File: config.mk
export PLATFORM = sky130hd
export DESIGN_NAME = sr04_ranger
export DESIGN_NICKNAME = d
export VERILOG_FILES = /design/src/rtl/sr04_ranger.sv
export SDC_FILE = /design/constraint.sdc
export NUM_CORES = 1
export LEC_CHECK = 0
export ABC_AREA = 1
export BUFFER_PORTS_ARGS = -buffer_cell sky130_fd_sc_hd__buf_2
export CAP_MARGIN = 20
export CORE_MARGIN = 8
export CORE_UTILIZATION = 25
export CTS_CLUSTER_SIZE = 8
export DETAILED_ROUTE_END_ITERATION = 8
export SLEW_MARGIN = 20
export SYNTH_ARGS = -nofsm -noshare
export SYNTH_HDL_FRONTEND = slang
export SYNTH_SLANG_ARGS = --single-unit
export TNS_END_PERCENT = 20
File: constraint.sdc
create_clock -name clk -period 2.2 [get_ports clk]
set_input_delay 0.11 -clock clk [delete_from_list [all_inputs] [get_ports clk]]
set_output_delay 0.11 -clock clk [all_outputs]
set_load 0.01 [all_outputs]
File: src/rtl/sr04_ranger.sv
// HC-SR04 ultrasonic ranging engine: trigger generation, echo timing with an internal
// microsecond prescaler, divider-free centimetre conversion, timeouts, hold-off and auto-repeat.
`timescale 1ns/1ps
module sr04_ranger #(
  parameter int CLK_HZ     = 100_000_000,
  parameter int TRIG_US    = 10,
  parameter int TIMEOUT_US = 30_000,
  parameter int HOLDOFF_US = 60_000,
  parameter int DIST_W     = 9
) (
  input  logic              clk,
  input  logic              rst,
  input  logic              start,
  input  logic              auto_en,
  input  logic              echo,
  output logic              trigger,
  output logic [DIST_W-1:0] dist_cm,
  output logic              dist_valid,
  output logic              timeout,
  output logic              busy
);

  localparam int DIV     = CLK_HZ / 1_000_000;
  localparam int PRE_W   = $clog2(DIV);
  localparam int US_MAX0 = (TIMEOUT_US > HOLDOFF_US) ? TIMEOUT_US : HOLDOFF_US;
  localparam int US_MAX  = (US_MAX0 > TRIG_US) ? US_MAX0 : TRIG_US;
  localparam int US_W    = $clog2(US_MAX + 1);

  localparam logic [PRE_W-1:0] PRE_LAST  = PRE_W'(DIV - 1);
  localparam logic [US_W-1:0]  TRIG_LAST = US_W'(TRIG_US - 1);
  localparam logic [US_W-1:0]  TOUT_LAST = US_W'(TIMEOUT_US - 1);
  localparam logic [US_W-1:0]  HOLD_LAST = US_W'(HOLDOFF_US - 1);
  localparam logic [5:0]       SUB_LAST  = 6'd57;

  typedef enum logic [2:0] {IDLE, TRIG, WAIT_ECHO, MEASURE, HOLDOFF} state_t;

  // All timing counters live together so a state change can clear them in one assignment.
  typedef struct packed {
    logic [PRE_W-1:0]  pre;
    logic [US_W-1:0]   us;
    logic [5:0]        sub58;
    logic [DIST_W-1:0] cm;
  } cnt_t;

  state_t            state;
  cnt_t              cnt;
  logic              echo_s1;
  logic              echo_s2;
  logic              start_q;
  logic              tick;
  logic              sub_wrap;
  logic [DIST_W-1:0] cm_step;
  logic [DIST_W-1:0] cm_final;

  function automatic logic [DIST_W-1:0] sat_inc(input logic [DIST_W-1:0] v);
    return (&v) ? v : v + DIST_W'(1);
  endfunction

  // The tick landing on the echo-fall edge still counts toward the result.
  always_comb begin
    tick     = (cnt.pre == PRE_LAST);
    sub_wrap = (cnt.sub58 == SUB_LAST);
    cm_step  = sat_inc(cnt.cm);
    cm_final = (tick && sub_wrap) ? cm_step : cnt.cm;
  end

  always_ff @(posedge clk) begin
    if (rst) begin
      state      <= IDLE;
      cnt        <= '0;
      echo_s1    <= 1'b0;
      echo_s2    <= 1'b0;
      start_q    <= 1'b0;
      trigger    <= 1'b0;
      dist_cm    <= '0;
      dist_valid <= 1'b0;
      timeout    <= 1'b0;
      busy       <= 1'b0;
    end else begin
      echo_s1    <= echo;
      echo_s2    <= echo_s1;
      start_q    <= start && (state == IDLE);
      dist_valid <= 1'b0;
      timeout    <= 1'b0;
      cnt.pre    <= tick ? '0 : cnt.pre + PRE_W'(1);
      if (tick) cnt.us <= cnt.us + US_W'(1);

      case (state)
        IDLE: begin
          cnt <= '0;
          if (start_q || auto_en) begin
            state   <= TRIG;
            trigger <= 1'b1;
            busy    <= 1'b1;
          end
        end

        TRIG: begin
          if (tick && cnt.us == TRIG_LAST) begin
            state   <= WAIT_ECHO;
            trigger <= 1'b0;
            cnt     <= '0;
          end
        end

        WAIT_ECHO: begin
          if (echo_s2) begin
            state <= MEASURE;
            cnt   <= '0;
          end else if (tick && cnt.us == TOUT_LAST) begin
            state   <= HOLDOFF;
            timeout <= 1'b1;
            cnt     <= '0;
          end
        end

        // Echo falling takes priority over a coincident timeout.
        MEASURE: begin
          if (tick) begin
            cnt.sub58 <= sub_wrap ? '0 : cnt.sub58 + 6'd1;
            if (sub_wrap) cnt.cm <= cm_step;
          end
          if (!echo_s2) begin
            state      <= HOLDOFF;
            dist_cm    <= cm_final;
            dist_valid <= 1'b1;
            cnt        <= '0;
          end else if (tick && cnt.us == TOUT_LAST) begin
            state   <= HOLDOFF;
            timeout <= 1'b1;
            cnt     <= '0;
          end
        end

        HOLDOFF: begin
          if (tick && cnt.us == HOLD_LAST) begin
            state <= IDLE;
            busy  <= 1'b0;
            cnt   <= '0;
          end
        end

        default: begin
          state   <= IDLE;
          trigger <= 1'b0;
          busy    <= 1'b0;
          cnt     <= '0;
        end
      endcase
    end
  end

endmodule
; ---- Word-level counts from Yosys, hierarchy flattened
; Cells that the tools add are included.
; W data, S select, Z words.
[op_classes]
n_eq_ne = 15
muxes = 31
add_sub_neg = 4
n_reduce_logical = 17
n_bitwise = 4
[ops]
columns = op, count
row1 = $mux W38, 6
row2 = $pmux W38 S4, 1
row3 = $mux W9, 3
row4 = $mux W3, 6
row5 = $add A16 B1 Y16 const B, 1
row6 = $eq A16 B15 Y1 const B, 1
row7 = $eq A16 B16 Y1 const B, 1
row8 = $eq A16 B4 Y1 const B, 1
row9 = $mux W16, 1
row10 = $mux W15, 1
row11 = $pmux W3 S5, 1
row12 = $add A9 B1 Y9 const B, 1
row13 = $reduce_and A3 Y1, 3
row14 = $reduce_and A9 Y1, 1
row15 = $ne A4 B4 Y1 const B, 2
row16 = $add A7 B1 Y7 const B, 1
row17 = $eq A7 B7 Y1 const B, 1
row18 = $mux W1, 7
row19 = $mux W7, 1
row20 = $add A6 B1 Y6 const B, 1
row21 = $eq A3 B2 Y1 const B, 2
row22 = $eq A6 B6 Y1 const B, 1
row23 = $mux W6, 1
row24 = $pmux W1 S3, 2
row25 = 15 further kinds, 24
[totals]
regBits = 57
input_bits = 5
word_cells = 84

; ---- Logic depth before layout (Yosys ltp)
; Gate-level depths: netlist of the first run.
[logic_depth]
ltp_word = 7
ltp_mapped = 13

; ---- Worst setup path after synthesis of the first run
; No wires, ideal clock.
[synth_timing]
path_type = reg2reg
startpoint = register cnt[31] (netlist bit)
endpoint = register cnt[30] (netlist bit)
period_less_slack_ps = 1682
t_arrival_ps = 1566
path_buffers = 1
t_required_ps = 2084
setup_ps = 116
setup_slack_ps = 518
path_stages_with_launch = 12
cell_sequence = dfxtp_1 ha_1 nand2_1 nor2_4 nand2_4 nor2_8 nand2_4 nand2_2 nand3_2 nand2_4 buf_6 nor2_1
[synth_via]
elab_chain_len = 5
word_cells_on_any_way = 12
cone_classes = eq/ne: 1 / mux: 8 / reduce/logical: 3
[synth_lines]
columns = item, line
row1 = start: declaration, 46  ; cnt_t cnt;
row2 = $eq A7 B7 Y1 *, 61  ; tick = (cnt.pre == PRE_LAST);
row3 = $mux W16 / $logic_and A1 B1 Y1 (equally long branches), "86, 110, 128"
row4 = $mux W38 (on tied branches), "128, 110"
row5 = $mux W38 (on tied branches), "123, 107"
row6 = $pmux W38 S4 *, 88  ; case (state)
; Mark *: on every way between the ends. The rest lies on a longest branch, timed or not. The select of a mux whose other input is x is not followed.
; A chain may end at the register's enable or synchronous reset.

; ---- Final worst setup path of the first run
[layout_timing]
startpoint = register cnt[31] (netlist bit)
endpoint = register cnt[4] (netlist bit)
[layout_via]
elab_chain_len = 5
word_cells_on_any_way = 13
cone_classes = eq/ne: 6 / mux: 3 / reduce/logical: 4
[layout_lines]
columns = item, line
row1 = $eq A7 B7 Y1 *, 61
row2 = $logic_and A1 B1 Y1, "110, 128"
row3 = $mux W38, 128  ; end else if (tick && cnt.us == TOUT_LAST) begin
row4 = $mux W38, 123  ; if (!echo_s2) begin
row5 = $pmux W38 S4, 88
; Mark *: on every way between the ends. The rest lies on a longest branch, timed or not.

==> reports/results.txt, run 1 <==
CTS H-tree depth: 3
Latest clock arrival within the worst-skew pair: 0.32 ns
I/O Buffers: 17
Critical path class: flop to flop
Final TNS setup: 0 ns
Maximum vdd drop: 0.000439 V
Initial core utilization: 25.4%
Yosys reg bits: 57
Area of the multi-input gates: 1780 sq um
Vias in the first global route: 2664
Leading area contributor after synthesis: dfxtp_1
GR Overflow Total: 0
Met3 Wirelength: 336 microns
Run status: complete, no violations
Hpwl dp: 5210 microns
Initial DRT Pass Iterations: 4
Avg Cell Area, Syn: 6.88 sq um
Drc violations: 0
Number of I/O pins: 18
DR WL/cell: 10.8 microns
Pleak: 1.54 nW
Clock Skews: 0.00622 ns
DR iter-0 viols: 250
Num CTS Buffers: 9
Post-Layout Inst Area: 3770 sq um
Most common cell in the netlist: nor2_1
Vias: 2920
Post-cts sizing count: 0
Max-cap viol count: 0
Final hold vios: 0
Total track usage: 9.07%
Reg2Reg Setup Slack: 0.27 ns
CP arrival: 2.19 ns
Req. time, crit path: 2.46 ns
Row cnt: 41
Crit. End Element: flop
First-pass GRT wire length: 12200 microns
Post-Syn Instances: 463
Die Area: 16600 sq um
Top post-synthesis cells by count: nor2_1, nand2_1, dfxtp_1, inv_1
Post-route insts no fill: 661
CTS tree: yes
WL met1: 3450 microns
RSZ-0062 raised after global routing: false
Core ar.: 12500 sq um
Worst Hold Class: input port to flop
Final slew viol count: 0
Die H: 129 microns
Deepest clock path buffer count: 2
GPL Wtd Cong: 0.837
Via/cell ratio: 4.42
Largest net degree at the start of global routing: 24
Slew @ Worst Pin: 0.728 ns
Seq. cell area: 1140 sq um
Final count of negative-setup-slack endpoints: 0
Clock sink count: 57
Hold_ws: 0.0103 ns
ANT cells: 0
Post-synthesis async set-or-reset flop share: 0%
DP Cell Count: 643
Initial antenna violation count: 0
Routed wire length: 7130 microns
Post-CTS Setup Bufs: 0
Share of cells above drive strength 1: 14.7%
Sequential share of the synthesized area: 35.8%
DR WL met2: 3220 microns
Relative slew slack: 51.4%
Area share of the largest cell type after synthesis: 35.8%
Syn nets: 474
CTS Hold Bufs: 0
Tcrit/Tclk final: 87.9%
Root Driver: clkbuf_16
Area grow syn2layout: 18.4%
Fmax: 517 MHz
Worst Path Max Fanout: 11
Count of flip-flops with a built-in enable after synthesis: 0
Top cells by area, synth: dfxtp_1, nor2_1, nand2_1
Highest metal used: met4
Post-synthesis cell area: 3180 sq um
Placed Area: 3430 sq um
Final ANT Viol Nets: 0
Startpoint Class: flop
Die X: 129 microns
Yosys cell types: 37
Fin crit period: 1.93 ns
Warning count from the yosys run: 0
Nets: 495
PwrDens: 958 nW/um^2
Synth Flop Type: dfxtp_1
Worst-path clk slew: 0.05 ns
Fillers: 1343
## state kept, by name, indices dropped and copies added (netlist names)
signal,flops
echo_s1,1
cnt,38
trigger,1
state,3
dist_cm,9
dist_valid,1
busy,1
start_q,1
echo_s2,1
timeout,1
## through the flow
step	worst slack (ns)	utilization (%)	power [mW]
3_5_place_dp	0.178	27.4	2.13
3_3_place_gp	0.293	27.4	2.12
4_1_cts	0.159	30.0	3.64
6_report	0.266	30.1	3.61
2_1_floorplan	0.518	-	1.95
5_1_grt	0.0799	30.1	3.81
## worst paths after layout
kind,startpoint,cells after the start,end
hold reg to reg,echo_s1,2,echo_s2
setup / recovery,cnt[31],11,cnt[4]
setup reg to reg,cnt[31],11,cnt[4]
hold / removal,echo,3,echo_s1
## cells by family after synthesis
| logic type | after synthesis | synth area share (%) |
|---|---|---|
| AOI/OAI and AO/OA | 61 | 10.6 |
| xor gates and xnor gates | 19 | 5.23 |
| adders and majority gates | 6 | 2.36 |
| buffers and inverters | 62 | 8.29 |
| DFF | 57 | 35.8 |
| and+or+nand+nor | 258 | 37.7 |
## power by group
part / leakage [nW] / switching, mW / total [mW] / internal, mW
logic: 0.911 / 0.574 / 0.858 / 0.283
registers: 0.462 / 0.107 / 1.26 / 1.16
clock network: 0.162 / 0.461 / 1.49 / 1.03
## critical path: stages (launching register included)
cell and delay [ns]:
dfxtp_1 0.36, ha_1 0.24, nand2_1 0.11, nor2_4 0.10, nand2_4 0.11, nor2_8 0.13
nand2_4 0.12, a21oi_4 0.16, nand3_2 0.23, inv_1 0.17, nor2_1 0.05, nor2_1 0.08
## cell type report
| cell class | instances | area share (%) |
|---|---|---|
| sequential | 57 | 30.3 |
| multi-input combinational | 344 | 47.2 |
| clock buffer | 15 | 7.90 |
| tap | 172 | 5.71 |
| clock inverter | 1 | 0.796 |
| inverter | 51 | 5.11 |
| timing repair buffer | 21 | 3.05 |
## cell usage in the layout (no fill, tap or decap), types with 2 or more instances in the layout
cell,synthesis,layout
nor2_1,99,99
nand2_1,83,83
dfxtp_1,57,57
inv_1,42,42
nand3_1,32,32
a21oi_1,32,32
o21ai_0,20,20
buf_2,3,17
xor2_1,15,15
nand4_1,9,9
clkbuf_16,0,9
inv_2,7,7
nand2_2,6,6
nor3_1,6,6
ha_1,6,6
clkbuf_8,0,5
nor2_2,4,4
xnor2_1,4,4
buf_4,3,4
nand3_2,3,3
nor2_4,3,3
nand3b_1,3,3
nand2_4,3,3
a31oi_1,3,3
nor2_8,2,2
o21ai_1,2,2
or2_2,2,2
## routing by layer
layer / track usage [%] / vias up
li1: - / 1525
met1: 11.6 / 1332
met2: 13.9 / 53
met3: 3.14 / 10
met4: 3.18 / 0
met5: 0 / -
Power figures use the tool's default switching activity.
==> run 2: changes to the inputs <==
Settings changed: ABC_AREA 1 to default, CORE_ASPECT_RATIO from default to 0.7.
==> run 2 against run 1 <==
Effect of this change: the flow now finishes with violations (negative setup slack); final area increased by 7.3%; hold slack better by 0.21 ns; synthesized area decreased by 8.1%; final cell count decreased by 12%; first-iteration DRC count is 51% lower; total power shrank 15%; synthesized cell count shrank 24%; setup slack lost 0.36 ns; non-clock buffer count rose by 50; combinational power shrank 55%; die area down 6.7%; via count is 4.5% lower.
==> reports/results.txt, run 2 <==
Run status: finished, violations left
Violated checks: negative setup slack
I/O Buffers: 17
Drc violations: 0
Critical path endpoint: cnt[10]
Share of cells above drive strength 1: 27.8%
CTS tree: yes
Tcrit/Tclk final: 104%
Syn nets: 364
Nets: 430
Fin crit period: 2.29 ns
Final ANT Viol Nets: 0
Crit. End Element: flop
Crit path launch: cnt[16]
Reg2reg end: cnt[10]
Slew @ Worst Pin: 0.489 ns
Pleak: 1.46 nW
Clock Skews: 0.00716 ns
Commonest cells after routing, fill and taps aside: dfxtp_1, nor2_1, buf_4
Post-route insts no fill: 581
Crit-path cells: ha_1 -> and3_1 -> nand4_1 -> buf_4 -> o21ai_4 -> o2111ai_4 -> or4_4 -> a21oi_2
Core ar.: 11600 sq um
Number of flip-flops in the largest register: 38
GPL Wtd Cong: 0.850
Top cells by area, synth: dfxtp_1, nor2_1, a21oi_1
Most common cell after layout, fill and taps aside: dfxtp_1
Latest clock arrival within the worst-skew pair: 0.33 ns
Yosys cell types: 52
Largest net degree at the start of global routing: 25
Number of I/O pins: 18
Startpoint Class: flop
Die Area: 15500 sq um
CP arrival: 2.55 ns
Initial DRT Pass Iterations: 4
Num CTS Buffers: 9
Hold_ws: 0.221 ns
DR iter-0 viols: 123
Worst r2r path cells: 8
DR WL/cell: 13.3 microns
PwrDens: 761 nW/um^2
Maximum vdd drop: 0.000356 V
Final slew viol count: 0
RSZ-0062 raised after global routing: true
Slowest CP cell: or4_4
Final hold vios: 0
Worst-path clk slew: 0.05 ns
Most common cell in the netlist: dfxtp_1
Die X: 145 microns
Initial core utilization: 25.3%
Post-Syn Instances: 353
Register with the most flip-flops: cnt
Leading area contributor after synthesis: dfxtp_1
Reg2reg start: cnt[16]
Sequential share of the synthesized area: 39.0%
GR Overflow Total: 0
Warning count from the yosys run: 0
Area grow syn2layout: 38.2%
Die H: 107 microns
Placed Area: 3540 sq um
Count of flip-flops with a built-in enable after synthesis: 0
Fmax: 436 MHz
Avg Cell Area, Syn: 8.29 sq um
Top post-synthesis cells by count: dfxtp_1, nor2_1, nand2_1, a21oi_1, nand3_1
Synth Flop Type: dfxtp_1
Final count of negative-setup-slack endpoints: 11
Post-synthesis cell area: 2930 sq um
Reg2Reg Setup Slack: -0.09 ns
ANT cells: 0
Largest regs: cnt (38), dist_cm (9), state (3)
Vias: 2789
Routed wire length: 7740 microns
Yosys reg bits: 57
Critical Path Max Stage Delay: 0.58 ns
Clock sink count: 57
Critical path class: flop to flop
Req. time, crit path: 2.46 ns
CTS H-tree depth: 3
Worst Path Max Fanout: 8
Layout Utilization: 35.0%
Post-Layout Inst Area: 4050 sq um
Root Driver: clkbuf_16
Hpwl dp: 5330 microns
DP Cell Count: 557
Final worst slack: -0.0923 ns
First-pass GRT wire length: 12800 microns
Area share of the largest cell type after synthesis: 39.0%
Pre-CTS worst setup slack: -0.107 ns
Vias in the first global route: 2646
Relative slew slack: 67.4%
Post-synthesis async set-or-reset flop share: 0%
Via/cell ratio: 4.80
Pwr Total: 3.08 mW
Worst Hold Class: input port to flop
Total track usage: 10.1%
Initial antenna violation count: 0
Max-cap viol count: 0
Row cnt: 33
Final TNS setup: -0.443 ns
Deepest clock path buffer count: 2
[run 2: layout make-up]
| cell class | count | area (sq um) |
|---|---|---|
| inverter | 5 | 18.8 |
| sequential | 57 | 1140 |
| tap | 157 | 196 |
| timing repair buffer | 71 | 515 |
| clock inverter | 5 | 103 |
| fill | 1185 | 7520 |
| clock buffer | 11 | 243 |
| multi-input combinational | 275 | 1820 |
[run 2: routing by layer]
metal | share of wire, % | vias to the layer above | global-route usage [%] | wire length [microns]
met5 | 0 | - | 0 | 0
met4 | 1.1 | 0 | 3.11 | 89
met3 | 5.8 | 9 | 4.37 | 453
met2 | 41 | 63 | 14.5 | 3180
met1 | 52 | 1315 | 13.4 | 4020
li1 | - | 1402 | - | -
[run 2: how the worst min path moves through the flow]
stage	startpoint	end	slack, ns	depth (start not counted)
2_1_floorplan	echo	echo_s1	0.24	1
3_3_place_gp	echo	echo_s1	0.33	2
3_5_place_dp	echo	echo_s1	0.34	2
4_1_cts	rst	state[2]	0.20	2
5_1_grt	rst	state[2]	0.25	2
6_report	rst	state[2]	0.22	2
[run 2: power by group]
group	internal (mW)	total [mW]	switching [mW]	leakage [nW]
logic	0.178	0.382	0.204	0.829
registers	1.06	1.08	0.0176	0.462
clock network	1.13	1.62	0.485	0.166
total	2.37	3.08	0.706	1.46
[run 2: kinds of logic after synthesis]
logic type | Yosys count | synth area share [%]
buf+inv | 22 | 3.25
xor+xnor | 26 | 7.78
compound gates | 70 | 16.4
simple gates | 169 | 30.0
flops | 57 | 39.0
fa+ha+maj | 7 | 2.91
mux | 2 | 0.684
[run 2: timing repair]
item                                   CTS  global route
hold buffers                             2             0
pin swaps                                6            18
setup buffers                            2             2
setup endpoints to repair               18            24
endpoints found under the hold margin    2             0
gates cloned                             0             2
gates resized for setup                  3            15
[run 2: worst max-delay path, delay by kind of cell (launching register included)]
kind            cells  cell delay, ns
simple gates        3            0.94
buf+inv             1            0.21
flops               1            0.38
fa+ha+maj           1            0.16
compound gates      3            0.51
